[src/rtl/pipe_pkg.sv]
// Shared types and constants for the inter-stage pipeline registers.
// The state encoding doubles as the occupancy count driven on the level port.
package pipe_pkg;

  typedef enum logic [1:0] {
    EMPTY = 2'd0,
    BUSY  = 2'd1,
    FULL  = 2'd2
  } pipe_state_t;

  // Value loaded into any data register that holds no valid beat.
  localparam int PIPE_CLR_VAL = 0;

endpackage : pipe_pkg

[src/rtl/pipe_stage_reg.sv]
// Inter-stage pipeline register with a valid/ready handshake and a two-entry skid buffer.
// Upstream stalls come from a state-decoded ready; FLUSH empties the stage and zeroes its data.
module pipe_stage_reg
  import pipe_pkg::*;
#(
  parameter int DW = 32,
  parameter int CH = 2
) (
  input  logic             CLK,
  input  logic             RST_N,
  input  logic             FLUSH,
  input  logic             in_valid,
  output logic             in_ready,
  input  logic [CH*DW-1:0] in_data,
  output logic             out_valid,
  input  logic             out_ready,
  output logic [CH*DW-1:0] out_data,
  output logic [1:0]       level
);

  localparam logic [DW-1:0] CLR_VAL = DW'(PIPE_CLR_VAL);

  pipe_state_t state;

  logic in_fire;
  logic out_fire;
  logic ld_main_in;
  logic ld_main_skid;
  logic ld_skid_in;
  logic clr_main;
  logic clr_skid;

  // All handshake outputs decode the state flop only, so in_ready never sees out_ready.
  assign out_valid = (state != EMPTY);
  assign in_ready  = (state != FULL);
  assign level     = state;

  assign in_fire  = in_valid & in_ready;
  assign out_fire = out_valid & out_ready;

  assign ld_main_in   = !FLUSH && in_fire &&
                        ((state == EMPTY) || ((state == BUSY) && out_fire));
  assign ld_skid_in   = !FLUSH && in_fire && (state == BUSY) && !out_fire;
  assign ld_main_skid = !FLUSH && out_fire && (state == FULL);
  assign clr_main     = FLUSH || ((state == BUSY) && out_fire && !in_fire);
  assign clr_skid     = FLUSH || ld_main_skid;

  always_ff @(posedge CLK or negedge RST_N) begin
    if (!RST_N) begin
      state <= EMPTY;
    end else if (FLUSH) begin
      state <= EMPTY;
    end else begin
      // NOTE: non-blocking assignments keep every flop sampling pre-edge values, whatever the block order.
      case (state)
        EMPTY: if (in_fire) state <= BUSY;
        BUSY: begin
          if (in_fire && !out_fire)      state <= FULL;
          else if (!in_fire && out_fire) state <= EMPTY;
        end
        FULL:    if (out_fire) state <= BUSY;
        default: state <= EMPTY;
      endcase
    end
  end

  for (genvar k = 0; k < CH; k++) begin : g_chan
    logic [DW-1:0] main_q;
    logic [DW-1:0] skid_q;

    // NOTE: the data registers are reset too, so an empty stage never presents X downstream.
    always_ff @(posedge CLK or negedge RST_N) begin
      if (!RST_N) begin
        main_q <= CLR_VAL;
        skid_q <= CLR_VAL;
      end else begin
        if (clr_main)          main_q <= CLR_VAL;
        else if (ld_main_in)   main_q <= in_data[k*DW +: DW];
        else if (ld_main_skid) main_q <= skid_q;

        if (clr_skid)        skid_q <= CLR_VAL;
        else if (ld_skid_in) skid_q <= in_data[k*DW +: DW];
      end
    end

    assign out_data[k*DW +: DW] = main_q;
  end

endmodule : pipe_stage_reg

[config.mk]
export PLATFORM = sky130hd
export DESIGN_NAME = pipe_stage_reg
export DESIGN_NICKNAME = d
export VERILOG_FILES = /design/src/rtl/pipe_pkg.sv /design/src/rtl/pipe_stage_reg.sv
export SDC_FILE = /design/constraint.sdc
export NUM_CORES = 1
export LEC_CHECK = 0
export CAP_MARGIN = 20
export CORE_ASPECT_RATIO = 1.1
export CORE_MARGIN = 2
export CORE_UTILIZATION = 43
export CTS_CLUSTER_SIZE = 40
export DETAILED_ROUTE_END_ITERATION = 10
export PLACE_DENSITY_LB_ADDON = 0.3
export SYNTH_ARGS = -nofsm -noshare
export SYNTH_HDL_FRONTEND = slang
export SYNTH_SLANG_ARGS = --single-unit
[constraint.sdc]
create_clock -name CLK -period 1.8 [get_ports CLK]
set_clock_uncertainty 0.1 [all_clocks]
set_input_delay 0.18 -clock CLK [delete_from_list [all_inputs] [get_ports CLK]]
set_output_delay 0.18 -clock CLK [all_outputs]
set_load 0.02 [all_outputs]
==> results of run 1 <==
==> metrics by stage <==
step / utilization, % / total power (W) / area [um2] / cells
floorplan: - / 0.00352 / 5210 / 372
global placement: 57.6 / 0.00407 / 6870 / 650
detailed placement: 57.6 / 0.00409 / 6870 / 650
CTS: 63.0 / 0.00782 / 7520 / 683
global route: 63.5 / 0.00803 / 7570 / 685
finish: 63.5 / 0.00776 / 7570 / 685
==> worst min-delay path by stage <==
stage	end	slack [ns]	from	depth (start not counted)
floorplan	g_chan[0].main_q[0]$_DFFE_PN0P_	-0.22	RST_N	0
global placement	g_chan[1].main_q[22]$_DFFE_PN0P_	-0.002	RST_N	1
detailed placement	g_chan[1].main_q[22]$_DFFE_PN0P_	0.007	RST_N	1
CTS	g_chan[1].skid_q[23]$_DFFE_PN0P_	0.11	RST_N	2
global route	g_chan[1].main_q[22]$_DFFE_PN0P_	0.13	RST_N	2
finish	g_chan[1].main_q[16]$_DFFE_PN0P_	0.11	RST_N	2
==> logic make-up after synthesis <==
logic type / share of synthesized area [%]
AOI/OAI and AO/OA: 24.1
DFF: 62.6
and+or+nand+nor: 9.24
buffers and inverters: 3.85
muxes: 0.217
==> registers in the layout, indices dropped and copies added (netlist names) <==
name and flops:
g_chan.skid_q 64, g_chan.main_q 64, level 2
==> cell type report <==
| type | instances | share of cell area, % |
|---|---|---|
| Multi-Input combinational cell | 209 | 23.5 |
| Clock inverter | 15 | 2.84 |
| Tap cell | 154 | 2.54 |
| Timing Repair Buffer | 158 | 22.4 |
| Sequential cell | 130 | 43.0 |
| Clock buffer | 17 | 5.62 |
| Inverter | 2 | 0.0991 |
==> layer usage <==
layer	wire length [um]	track usage [%]
met5	0	0
met2	6780	35.5
met4	287	9.21
met3	630	5.69
met1	5500	26.9
==> synthesized netlist by cell type <==
| master | count |
|---|---|
| nor2b_1 | 1 |
| nor3_4 | 1 |
| a21oi_1 | 2 |
| and3b_1 | 1 |
| and2_1 | 60 |
| mux2_2 | 1 |
| buf_6 | 6 |
| o211ai_1 | 1 |
| buf_4 | 6 |
| nor2_1 | 1 |
| a221o_1 | 64 |
| dfrtp_1 | 130 |
| a211oi_1 | 1 |
| a211oi_2 | 1 |
| buf_2 | 7 |
| nor4bb_1 | 1 |
| nor2_4 | 1 |
| clkbuf_1 | 12 |
| nand3_1 | 1 |
| or3b_4 | 1 |
| nand2_1 | 2 |
| a22o_1 | 64 |
| and2_0 | 4 |
| a311oi_2 | 1 |
| inv_1 | 2 |
==> report_power, final <==
group          leakage [nW]  switching (W)  internal, W
registers              1.77      0.0000804      0.00305
logic                  1.34       0.000440     0.000472
clock network         0.297        0.00128      0.00244
total                  3.41        0.00180      0.00596
==> repair_timing <==
action | CTS | global route
pin swaps | 0 | 1
endpoints found under the setup margin | 4 | 74
setup buffers | 0 | 1
cloned | 0 | 1
gates resized for setup | 5 | 3
hold buffers | 1 | 0
endpoints found under the hold margin | 130 | 0
==> flow_summary.yaml, run 1 <==
route:
  drt_iter0_markers: 213
  vias_per_cell: 5.70
  wl_per_cell_um: 19.3
  drc: 0
  drt-pass1-iter-count: 6
  vias: 3905
  drt-total-wl_mm: 13.2
  drtAntennaViolNets: 0
synth:
  ys.warnings.count: 0
  syn_inst: 372
  synth.area.top_cells: "dfrtp_1 63%, a221o_1 12%, a22o_1 11%, and2_1 7.2%, buf_6 1.3%"
  syn_avg_cell_area_um2: 14.0
  syn_area_um2: 5200
  ys_ff_latch: 130
  synth_top_area_cell: "dfrtp_1"
  yosysUniqueCellTypes: 25
  netlist.area_leader.share_pct: 62.6
  synth_seq_area_share_pct: 62.6
  synth_nets: 441
sta:
  fmax_ghz: 0.570
  rsz0062_at_grt: "true"
  slew_viol_final: 0
  setup_ws_ns: 0.0455
  setup_viol: 0
  slew_headroom_pct: 74.9
  post-route-period-util_pct: 97.5
  tightest_slew_ns: 0.378
  fin_tns_setup_ns: 0
  timing_hold_violations_final: 0
  timing.hold.ws_ns: 0.109
  post-route-min-period_ns: 1.75
floorplan:
  die_w_um: 109
  design.core.area_um2: 11900
  pin_count: 137
  initial_utilization_pct: 43.6
  die_area_um2: 13000
  rows: 42
  dieHeight_um: 119
critical_path:
  cp.arrival_ns: 1.47
  path_buf_inv: 2
  cp.depth: 3
  critPathMaxStageDelay_ns: 0.45
  critical_path_required_ns: 1.52
  startpoint_type: "register"
  endpoint: "out_valid"
  cp_top_family: "buffers and inverters"
  worst_path_max_delay_cell: "dfrtp_2"
  crit_type: "register to output pin"
  cp-end-kind: "output pin"
  reg2reg_slack_ns: 0.05
  timing.critical_path.from: "level[1]$_DFFE_PN0P_"
  r2r_start: "level[1]$_DFFE_PN0P_"
  reg2reg_depth: 4
  r2r-end: "g_chan[1].skid_q[12]$_DFFE_PN0P_"
  worstPathCellList: "inv_1, nand2_1, dlygate4sd2_1"
  path_max_fanout: 7
power_and_ir_drop:
  peakVddDrop_mv: 0.541
  p_per_area_nw_per_um2: 1020
  power.leakage_nw: 3.41
place:
  pre_cts_slack_ns: -0.284
  gp_congestion: 0.802
  dp_hpwl_mm: 8.28
  place.port_buffers: 136
clock_tree:
  cts_sinks: 130
  clkLatencyLatePin_ns: 0.41
  clk_pin_slew_ns: 0.06
  clockRootBuffer: "clkbuf_16"
  htree_levels: 4
  clockBufferDepth: 2
  cts_made_buffers: 17
  cts_tree: "built"
worst_hold_path:
  hold_class: "input port to async pin"
final_layout:
  antennaDiodeCount: 0
  layout-drive-gt1-share_pct: 12.1
  layout_commonest_cell: "clkdlybuf4s50_1"
  multiInputGateArea_um2: 1780
  final_cell_mix: "132 x clkdlybuf4s50_1, 129 x dfrtp_1, 64 x a22o_1, 64 x a221o_1, 60 x and2_1"
  fin_nets: 587
  seqCellArea_um2: 3250
  nFillCells: 940
  area_growth_pct: 45.7
global_route:
  grt_use_total_pct: 21.7
  grt_max_degree: 52
  grt_pass1_vias: 4217
  grt_pass1_wl_mm: 21.7
  grt-ovfl-total: 0
  antenna_found_initial: 0
run_status:
  outcome: "completed"
run:
  maxCapViolations: 0
(Power assumes the default switching activity.)
==> inputs of run 2 (changes only) <==
- GPL_TIMING_DRIVEN: unset -> 0
==> run 2 against run 1 <==
  * Sequential power barely moved
  * Final cell count rose by 3.6%
  * Via count fell by 0.18%
  * First-iteration DRC count decreased by 3.8%
  * Core utilization increased by 0.73 points
  * Cell area up 1.2%
  * Count of clock-buffer cells in the layout increased by 6
==> flow_summary.yaml, run 2 (synthesis gave the netlist of run 1 again) <==
run_status:
  outcome: "completed"
clock_tree:
  cts_tree: "built"
  clkLatencyLatePin_ns: 0.41
  clockBufferDepth: 2
  cts_made_buffers: 17
  htree_levels: 4
  cts_sinks: 130
  clockRootBuffer: "clkbuf_16"
  clk_pin_slew_ns: 0.06
sta:
  post-route-period-util_pct: 97.5
  slew_viol_final: 0
  post-route-min-period_ns: 1.76
  tightest_slew_ns: 0.478
  timing_hold_violations_final: 0
  fmax_ghz: 0.570
  rsz0062_at_grt: "false"
  fin_tns_setup_ns: 0
  setup_ws_ns: 0.0443
  setup_viol: 0
  slew_headroom_pct: 68.1
  timing.hold.ws_ns: 0.0950
final_layout:
  nFillCells: 932
  layout-drive-gt1-share_pct: 16.0
  fin_nets: 612
  area_growth_pct: 47.3
  final_cell_mix: "132 x clkdlybuf4s50_1, 128 x dfrtp_1, 64 x a22o_1, 64 x a221o_1, 60 x and2_1"
  seqCellArea_um2: 3260
  multiInputGateArea_um2: 1770
  layout_commonest_cell: "clkdlybuf4s50_1"
  final_util_pct: 64.2
  antennaDiodeCount: 0
  finalNonFillerCells: 710
global_route:
  grt-ovfl-total: 0
  grt_max_degree: 99
  grt_use_total_pct: 21.6
  grt_pass1_wl_mm: 21.6
  grt_pass1_vias: 4234
  antenna_found_initial: 0
place:
  dp_cells: 663
  dp_hpwl_mm: 8.40
  gp_congestion: 0.809
  place.port_buffers: 136
  pre_cts_slack_ns: -0.751
critical_path:
  r2r_start: "level[1]$_DFFE_PN0P_"
  startpoint_type: "register"
  cp-end-kind: "output pin"
  cp.arrival_ns: 1.48
  crit_type: "register to output pin"
  worst_path_max_delay_cell: "clkdlybuf4s50_1"
  worstPathCellList: "clkdlybuf4s50_1"
  cp_top_family: "buffers and inverters"
  path_max_fanout: 7
  critPathMaxStageDelay_ns: 0.63
  path_buf_inv: 1
  critical_path_required_ns: 1.52
  timing.critical_path.from: "level[1]$_DFFE_PN0P_"
floorplan:
  initial_utilization_pct: 43.6
  dieHeight_um: 119
  die_area_um2: 13000
  pin_count: 137
  design.core.area_um2: 11900
  die_w_um: 109
  rows: 42
route:
  drt_iter0_markers: 205
  drt-total-wl_mm: 13.2
  vias_per_cell: 5.49
  drc: 0
  vias: 3898
  drt-pass1-iter-count: 4
  drtAntennaViolNets: 0
  wl_per_cell_um: 18.6
worst_hold_path:
  min_from: "out_ready"
  hold_class: "input port to register"
power_and_ir_drop:
  power.leakage_nw: 3.53
  peakVddDrop_mv: 0.679
  p_per_area_nw_per_um2: 1010
run:
  maxCapViolations: 0
## run 2: cell count changes in the layout (fill, tap and decap cells not counted), moves of 2 or more
cell	before	now
clkinvlp_4	6	2
buf_6	1	9
clkbuf_2	0	6
clkbuf_8	0	6
buf_4	8	26
clkbuf_1	0	2
buf_12	12	2
## run 2: final cells by class
| cell class | instances | share of cell area [%] |
|---|---|---|
| sequential | 130 | 42.5 |
| multi-input combinational | 209 | 23.1 |
| timing repair buffer | 154 | 20.2 |
| clock buffer | 23 | 6.37 |
| buffer | 29 | 3.12 |
| tap | 154 | 2.52 |
| clock inverter | 9 | 1.98 |
| inverter | 2 | 0.147 |
## run 2: path summary, 6_finish.rpt
path | to | slack, ns | depth (start not counted)
setup / recovery | level[1] | 0.04 | 1
hold / removal | level[1]$_DFFE_PN0P_ | 0.1 | 2
setup reg to reg | g_chan[1].main_q[4]$_DFFE_PN0P_ | 0.06 | 5
hold reg to reg | g_chan[1].skid_q[11]$_DFFE_PN0P_ | 0.39 | 1
max in group asynchronous | level[0]$_DFFE_PN0P_ | 0.69 | 3
min in group asynchronous | g_chan[1].main_q[23]$_DFFE_PN0P_ | 0.12 | 2
## run 2: per-stage QoR
stage	cell area, um2	total power (W)
2_1_floorplan	5210	0.00352
4_1_cts	7610	0.00781
5_1_grt	7660	0.00802
3_3_place_gp	6760	0.00403
6_report	7660	0.00776
3_5_place_dp	6790	0.00405
## run 2: layer usage
metal | part of all wire [%] | global-route usage, % | up-vias
li1 | - | - | 1795
met1 | 44 | 27.8 | 1989
met2 | 50 | 35.1 | 95
met3 | 4.3 | 5.47 | 19
met4 | 1.8 | 7.61 | 0
met5 | 0 | 0 | -
## run 2: worst register-to-register path: cells and delay by family (launching register included)
| kind | cells | cell delay, ns |
|---|---|---|
| flip-flops | 1 | 0.46 |
| AND/OR/NAND/NOR | 2 | 0.63 |
| AO/OA/AOI/OAI | 1 | 0.17 |
| buffers and inverters | 2 | 0.32 |
## run 2: where the power goes
group	internal [W]	total, W	switching [W]
Sequential	0.00305	0.00313	0.0000780
Combinational	0.000483	0.000924	0.000442
Clock	0.00246	0.00371	0.00125
## run 2: repair_timing
action,in CTS,in global routing
buffers inserted,14,2
endpoints found under the setup margin,130,62
pin swaps,3,1
resized for setup,26,22
hold buffers,1,0
hold endpoints to repair,96,0
